## src/rtl/lcd_refresh_scheduler_pkg.sv

```systemverilog
// Shared LCD constants: command encodings, instruction width and 50 MHz timing.
package lcd_refresh_scheduler_pkg;

    localparam int LCD_INSTR_W = 10;
    localparam int LCD_DELAY_W = 26;
    localparam int LCD_CHAR_AW = 5;

    localparam logic [LCD_INSTR_W-1:0] LCD_SET_DDRAM_L1 = 10'h080;
    localparam logic [LCD_INSTR_W-1:0] LCD_SET_DDRAM_L2 = 10'h0C0;
    localparam logic [1:0]             LCD_WRITE_PREFIX = 2'b10;

    // Cycle counts at 50 MHz.
    localparam int LCD_CYC_40US = 2000;
    localparam int LCD_CYC_1S   = 50_000_000;

    localparam logic [LCD_CHAR_AW-1:0] LCD_LINE1_LAST = 5'd15;
    localparam logic [LCD_CHAR_AW-1:0] LCD_FRAME_LAST = 5'd31;

    function automatic logic [LCD_INSTR_W-1:0] lcd_write_cmd(input logic [7:0] ch);
        return {LCD_WRITE_PREFIX, ch};
    endfunction

endpackage

```

## src/rtl/lcd_delay_counter.sv

```systemverilog
// Up-counter with synchronous clear; match_o flags the last cycle of an N-cycle delay
// when last_i is loaded with N-1.
module lcd_delay_counter
    import lcd_refresh_scheduler_pkg::*;
#(
    parameter int W = LCD_DELAY_W
) (
    input  logic         clk_i,
    input  logic         reset_i,
    input  logic         clear_i,
    input  logic         en_i,
    input  logic [W-1:0] last_i,
    output logic         match_o
);

    logic [W-1:0] count_q;

    always_ff @(posedge clk_i or posedge reset_i) begin
        if (reset_i) begin
            count_q <= '0;
        end else if (clear_i) begin
            count_q <= '0;
        end else if (en_i) begin
            count_q <= count_q + W'(1);
        end
    end

    assign match_o = en_i && (count_q == last_i);

endmodule

```

## src/rtl/lcd_refresh_scheduler.sv

```systemverilog
// Drives the LCD instruction FSM after init: passes init commands through until init_done,
// then streams a 32-char frame (line 1, line 2) from the char ROM followed by a refresh wait.
//
// state       | meaning
// ------------+---------------------------------------------------------------
// S_WAIT_INIT | init FSM owns the instruction FSM; wait for init_done
// S_ADDR1     | issue set-DDRAM 0x00 (line 1), wait for done
// S_FETCH     | char_addr presented to the ROM, data valid next cycle
// S_WRITE     | issue write of ROM char at idx, wait for done
// S_ADDR2     | issue set-DDRAM 0x40 (line 2), wait for done
// S_GAP       | inter-command gap, then dispatch on idx / previous command
// S_REFRESH   | idle between frames, then restart at line 1
module lcd_refresh_scheduler
    import lcd_refresh_scheduler_pkg::*;
#(
    parameter int INSTR_GAP_CYCLES = LCD_CYC_40US,
    parameter int REFRESH_CYCLES   = LCD_CYC_1S
) (
    input  logic                   clk_i,
    input  logic                   reset_i,
    input  logic                   init_done_i,
    input  logic                   init_instr_enable_i,
    input  logic [LCD_INSTR_W-1:0] init_instruction_i,
    input  logic                   instr_fsm_done_i,
    output logic                   instr_fsm_enable_o,
    output logic [LCD_INSTR_W-1:0] instruction_o,
    output logic [LCD_CHAR_AW-1:0] char_addr_o,
    input  logic [7:0]             char_data_i,
    output logic                   frame_done_o
);

    typedef enum logic [2:0] {
        S_WAIT_INIT,
        S_ADDR1,
        S_FETCH,
        S_WRITE,
        S_ADDR2,
        S_GAP,
        S_REFRESH
    } state_t;

    localparam logic [LCD_DELAY_W-1:0] GAP_LAST     = LCD_DELAY_W'(INSTR_GAP_CYCLES - 1);
    localparam logic [LCD_DELAY_W-1:0] REFRESH_LAST = LCD_DELAY_W'(REFRESH_CYCLES - 1);

    state_t                   state_q;
    logic                     en_q;
    logic [LCD_INSTR_W-1:0]   instr_q;
    logic [LCD_CHAR_AW-1:0]   idx_q;
    logic                     frame_done_q;
    logic                     from_write_q;

    logic                     in_delay;
    logic                     dly_match;
    logic [LCD_DELAY_W-1:0]   dly_last;

    assign in_delay = (state_q == S_GAP) || (state_q == S_REFRESH);
    assign dly_last = (state_q == S_REFRESH) ? REFRESH_LAST : GAP_LAST;

    // Held at zero outside the delay states, and re-cleared on a match so that
    // S_GAP -> S_REFRESH starts the refresh count from zero.
    lcd_delay_counter #(.W(LCD_DELAY_W)) u_delay (
        .clk_i   (clk_i),
        .reset_i (reset_i),
        .clear_i (!in_delay || dly_match),
        .en_i    (in_delay),
        .last_i  (dly_last),
        .match_o (dly_match)
    );

    always_ff @(posedge clk_i or posedge reset_i) begin
        if (reset_i) begin
            state_q      <= S_WAIT_INIT;
            en_q         <= 1'b0;
            instr_q      <= '0;
            idx_q        <= '0;
            frame_done_q <= 1'b0;
            from_write_q <= 1'b0;
        end else begin
            frame_done_q <= 1'b0;
            if (!init_done_i) begin
                state_q <= S_WAIT_INIT;
                en_q    <= 1'b0;
            end else begin
                case (state_q)
                    S_WAIT_INIT: begin
                        state_q <= S_ADDR1;
                        en_q    <= 1'b1;
                        instr_q <= LCD_SET_DDRAM_L1;
                        idx_q   <= '0;
                    end
                    S_ADDR1, S_ADDR2: begin
                        if (instr_fsm_done_i) begin
                            state_q      <= S_GAP;
                            en_q         <= 1'b0;
                            from_write_q <= 1'b0;
                        end
                    end
                    S_FETCH: begin
                        state_q <= S_WRITE;
                        en_q    <= 1'b1;
                    end
                    S_WRITE: begin
                        if (instr_fsm_done_i) begin
                            state_q      <= S_GAP;
                            en_q         <= 1'b0;
                            from_write_q <= 1'b1;
                            frame_done_q <= (idx_q == LCD_FRAME_LAST);
                        end
                    end
                    S_GAP: begin
                        if (dly_match) begin
                            if (!from_write_q) begin
                                state_q <= S_FETCH;
                            end else if (idx_q == LCD_LINE1_LAST) begin
                                idx_q   <= idx_q + 5'd1;
                                state_q <= S_ADDR2;
                                en_q    <= 1'b1;
                                instr_q <= LCD_SET_DDRAM_L2;
                            end else if (idx_q == LCD_FRAME_LAST) begin
                                state_q <= S_REFRESH;
                            end else begin
                                idx_q   <= idx_q + 5'd1;
                                state_q <= S_FETCH;
                            end
                        end
                    end
                    S_REFRESH: begin
                        if (dly_match) begin
                            idx_q   <= '0;
                            state_q <= S_ADDR1;
                            en_q    <= 1'b1;
                            instr_q <= LCD_SET_DDRAM_L1;
                        end
                    end
                    default: begin
                        state_q <= S_WAIT_INIT;
                        en_q    <= 1'b0;
                    end
                endcase
            end
        end
    end

    // In S_WRITE the command comes straight from the synchronous ROM register, which is
    // stable for the whole command because char_addr does not move until S_GAP ends.
    assign instr_fsm_enable_o = init_done_i ? en_q : init_instr_enable_i;
    assign instruction_o      = !init_done_i          ? init_instruction_i :
                                (state_q == S_WRITE)  ? lcd_write_cmd(char_data_i) :
                                                        instr_q;
    assign char_addr_o        = idx_q;
    assign frame_done_o       = frame_done_q;

endmodule
```

## config.mk

```make
export PLATFORM = sky130hd
export DESIGN_NAME = lcd_refresh_scheduler
export DESIGN_NICKNAME = d
export VERILOG_FILES = /design/src/rtl/lcd_refresh_scheduler_pkg.sv /design/src/rtl/lcd_delay_counter.sv /design/src/rtl/lcd_refresh_scheduler.sv
export SDC_FILE = /design/constraint.sdc
export NUM_CORES = 1
export LEC_CHECK = 0
export BUFFER_PORTS_ARGS = -buffer_cell sky130_fd_sc_hd__buf_4
export CAP_MARGIN = 20
export CORE_AREA = 2 2 75 112
export DETAILED_ROUTE_END_ITERATION = 8
export DIE_AREA = 0 0 77 114
export GPL_TIMING_DRIVEN = 0
export PLACE_DENSITY = 0.61
export SLEW_MARGIN = 10
export SYNTH_ARGS = -nofsm -noshare
export SYNTH_HDL_FRONTEND = slang
export SYNTH_HIERARCHICAL = 1
export SYNTH_SLANG_ARGS = --single-unit
```

## constraint.sdc

```tcl
create_clock -name clk_i -period 4.2 [get_ports clk_i]
set_clock_uncertainty 0.05 [all_clocks]
set_input_delay 0.42 -clock clk_i [delete_from_list [all_inputs] [get_ports clk_i]]
set_output_delay 0.42 -clock clk_i [all_outputs]
set_load 0.01 [all_outputs]
```

==> run metrics <==
Post-synth top cells dfrtp_1 (39), xnor2_1 (29), nand2_1 (23); static leakage about 1.4 nW; die area slightly below 0.009 mm^2; filler-free cell count of the finished design roughly 460; Mapped Area between 0.002 and 0.003 mm^2; Setup CP Type flop to flop; drc violations 0; most frequent cell after synthesis dfrtp_1; FF-to-FF path depth 14; fraction of layout cells with a size suffix above 1 a little over a fifth; grt total ovfl 0; sequential fraction of the synthesis area roughly 37%; fin crit period about 3.9 ns; Die Wd approximately 77 um; net switching power around 0.00024 W; Final ANT Viol Nets 0; core box area approximately 0.0079 mm^2; CP startpoint kind flop; setup ws final 0.252 ns; reg2reg start state_q[0]$_DFFE_PP0P_; # IOs 40; I/O Buffers 39; GRT Total Usage between 10% and 20%; Seq cells post-synth 39; Pwr Density around 280 mW/mm^2; Worst VDD drop 0.211 mV; number of global-route vias before repair around 2.3k; Fin. Hold Viols 0; synth warn 6; H-Tree Level Count 2; Crit Path Max Fanout 12; initial antenna violation count 0; worst path cell trace clkbuf_4 > inv_1 > nand3_4 > clkinvlp_4 > buf_4 > xnor2_1 > nand4_1 > or4_1 > nor4_4 > nand2b_1 > o2111a_2 > nand3_2 > nor4_2 > mux2_2; outcome complete, no violations; Clock Sinks 39; # nets final a little under 400; number of flops mapped to enable cells by yosys 0; Worst setup EP type flop; total CTS buffers 5; final worst-path cycle share 94.0%; Setup-failing EPs final 0; GPL Wtd Cong roughly 0.79; Die Span Y 114 um; CP arrival just over 4 ns; top post-synthesis cells by area dfrtp_1 (37%), xnor2_1 (9.5%), nand4_1 (3.3%); Largest stage delay, worst path about 0.57 ns; clk slew on worst S/H paths ~0.06 ns; average wire per standard cell about 14 um; vias per std cell between 5 and 6; Reg power frac between 40% and 50%; Initial DRC Count between 90 and 100; hpwl dp about 4700 um; clock insertion delay at the later pin of the skew report 0.28 ns; mean post-synth cell area around 8.8 um^2; Area Overhead vs Synth 26.1%; P_int 0.000682 W; max-cap check violation count 0; Placed Cells 452; first-pass GRT wire length roughly 11,000 um; drt pass-1 iters 4; worst reg2reg endpoint u_delay/count_q[22]$_DFFE_PP0P_; pin count of the biggest net entering global routing 27; Post-Syn Instances 301; ys flop type dfrtp_1; pins over their slew limit 0; Synth async-reset ratio 100%; measured slew at the worst slew-check pin 0.527 ns; Place WS -0.961 ns; Slowest-stage cell, CP or4_1; FILL cells 840; hold buffers post-CTS 0; final WL roughly 6400 um; initial core utilization between 30 and 40%; # rows 40; Required @ worst endpoint 4.31 ns; switching fraction of total power a little over a quarter; clock buffer depth 2; Worst R2R Setup Slack around 0.25 ns; logic gate share of total power ~16%; area leader, netlist dfrtp_1; Slew Limit Headroom around 65%; vias between 2k and 2.5k; fmax 0.253 GHz; Hold Path Class input port to asynchronous set/reset pin; CTS tree done; Yosys top cell area share a little over a third; Root Driver clkbuf_16; ANT cells 0; clock group share of total power ~40%; Unique masters post-synth 50
-- critical path, delay by kind of cell (launching register included) --
kind | cells | cell delay [ns]
buffers and inverters | 4 | 0.62
AOI/OAI and AO/OA | 1 | 0.30
xor gates and xnor gates | 1 | 0.16
and+or+nand+nor | 7 | 1.87
muxes | 1 | 0.37
DFF | 1 | 0.45
-- metal layers --
layer  vias to the layer above  GRT usage [%]  wire length (um)
met3                         9           3.16               253
met4                         0           4.29                65
li1                       1184              -                 -
met1                      1148           17.5              2590
met2                        62           27.9              3450
met5                         -              0                 0
-- cell type report --
class	instances	area [um^2]	area share, %
multi-input combinational	237	1610	48.0
sequential	39	977	29.1
timing repair buffer	43	343	10.2
clock buffer	6	139	4.13
tap	105	131	3.91
buffer	14	80.1	2.38
inverter	18	71.3	2.12
clock inverter	1	5.00	0.149
-- worst max-delay path by stage --
stage | from | endpoint | slack, ns | depth (start not counted)
global route | state_q[0]$_DFFE_PP0P_ | u_delay/count_q[22]$_DFFE_PP0P_ | -0.01 | 14
detailed placement | state_q[2]$_DFFE_PP0P_ | u_delay/count_q[24]$_DFFE_PP0P_ | -0.96 | 12
finish | state_q[0]$_DFFE_PP0P_ | u_delay/count_q[22]$_DFFE_PP0P_ | 0.25 | 14
floorplan | state_q[2]$_DFFE_PP0P_ | u_delay/count_q[22]$_DFFE_PP0P_ | 0.008 | 12
global placement | state_q[2]$_DFFE_PP0P_ | u_delay/count_q[22]$_DFFE_PP0P_ | -0.86 | 12
CTS | state_q[0]$_DFFE_PP0P_ | u_delay/count_q[24]$_DFFE_PP0P_ | 0.07 | 14
-- registers in the layout, summed over array words and instances, names as in the netlist --
signal / count
char_addr_o: 5
en_q: 1
frame_done_o: 1
from_write_q: 1
instr_q: 2
state_q: 3
u_delay/count_q: 26
-- stage by stage --
stage               util, %  setup TNS (ns)  hold WS [ns]  cell area [um^2]  total power, W
floorplan                 -               0         0.247              2690        0.000493
CTS                    41.7               0         0.156              3300        0.000929
finish                 42.5               0        0.0503              3360        0.000924
detailed placement     39.4          -21.22         0.408              3110        0.000548
global placement       39.4          -18.50         0.404              3110        0.000547
global route           42.5         -0.0150        0.0588              3360        0.000968
-- logic make-up (layout without fill, tap and decap cells) --
logic type | after synthesis | in the layout | synth area share (%)
AOI/OAI and AO/OA | 59 | 59 | 14.5
xor gates and xnor gates | 38 | 38 | 12.5
adders and majority gates | 4 | 4 | 1.88
buffers and inverters | 32 | 82 | 5.31
DFF | 39 | 39 | 36.6
muxes | 11 | 11 | 4.32
other | 2 | 9 | 0.282
and+or+nand+nor | 116 | 116 | 24.6
-- power by group through the flow --
stage / logic, W / registers (W) / clock network, W
2_1_floorplan: 0.0000919 / 0.000402 / 0
3_3_place_gp: 0.000141 / 0.000406 / 0
3_5_place_dp: 0.000142 / 0.000406 / 0
4_1_cts: 0.000145 / 0.000400 / 0.000384
5_1_grt: 0.000165 / 0.000402 / 0.000401
6_report: 0.000148 / 0.000400 / 0.000375
-- cell usage in the layout, fill, tap and decap left out, types with 2 or more instances in the layout --
cell type and count:
a21oi_1 16, a22o_1 2, a31oi_1 2, and2_1 4, and3_1 5, and4_1 3, buf_1 4, buf_4 45
clkbuf_1 3, clkbuf_16 5, clkbuf_4 2, conb_1 9, dfrtp_1 38, ha_1 4, inv_1 17, mux2_2 3
mux2i_1 7, nand2_1 23, nand2b_1 3, nand3_1 11, nand4_1 14, nor2_1 21, nor2b_1 5, nor4_2 2
o21ai_0 13, o22ai_1 9, o31ai_1 8, or3_1 8, or4_1 6, xnor2_1 29, xor2_1 9
-- what timing repair did --
action,in CTS,in global routing
buffers inserted,2,1
gates resized for setup,5,6
endpoints found under the setup margin,36,14
pin swaps,1,1
No activity file was read; power rests on OpenSTA's default activity.
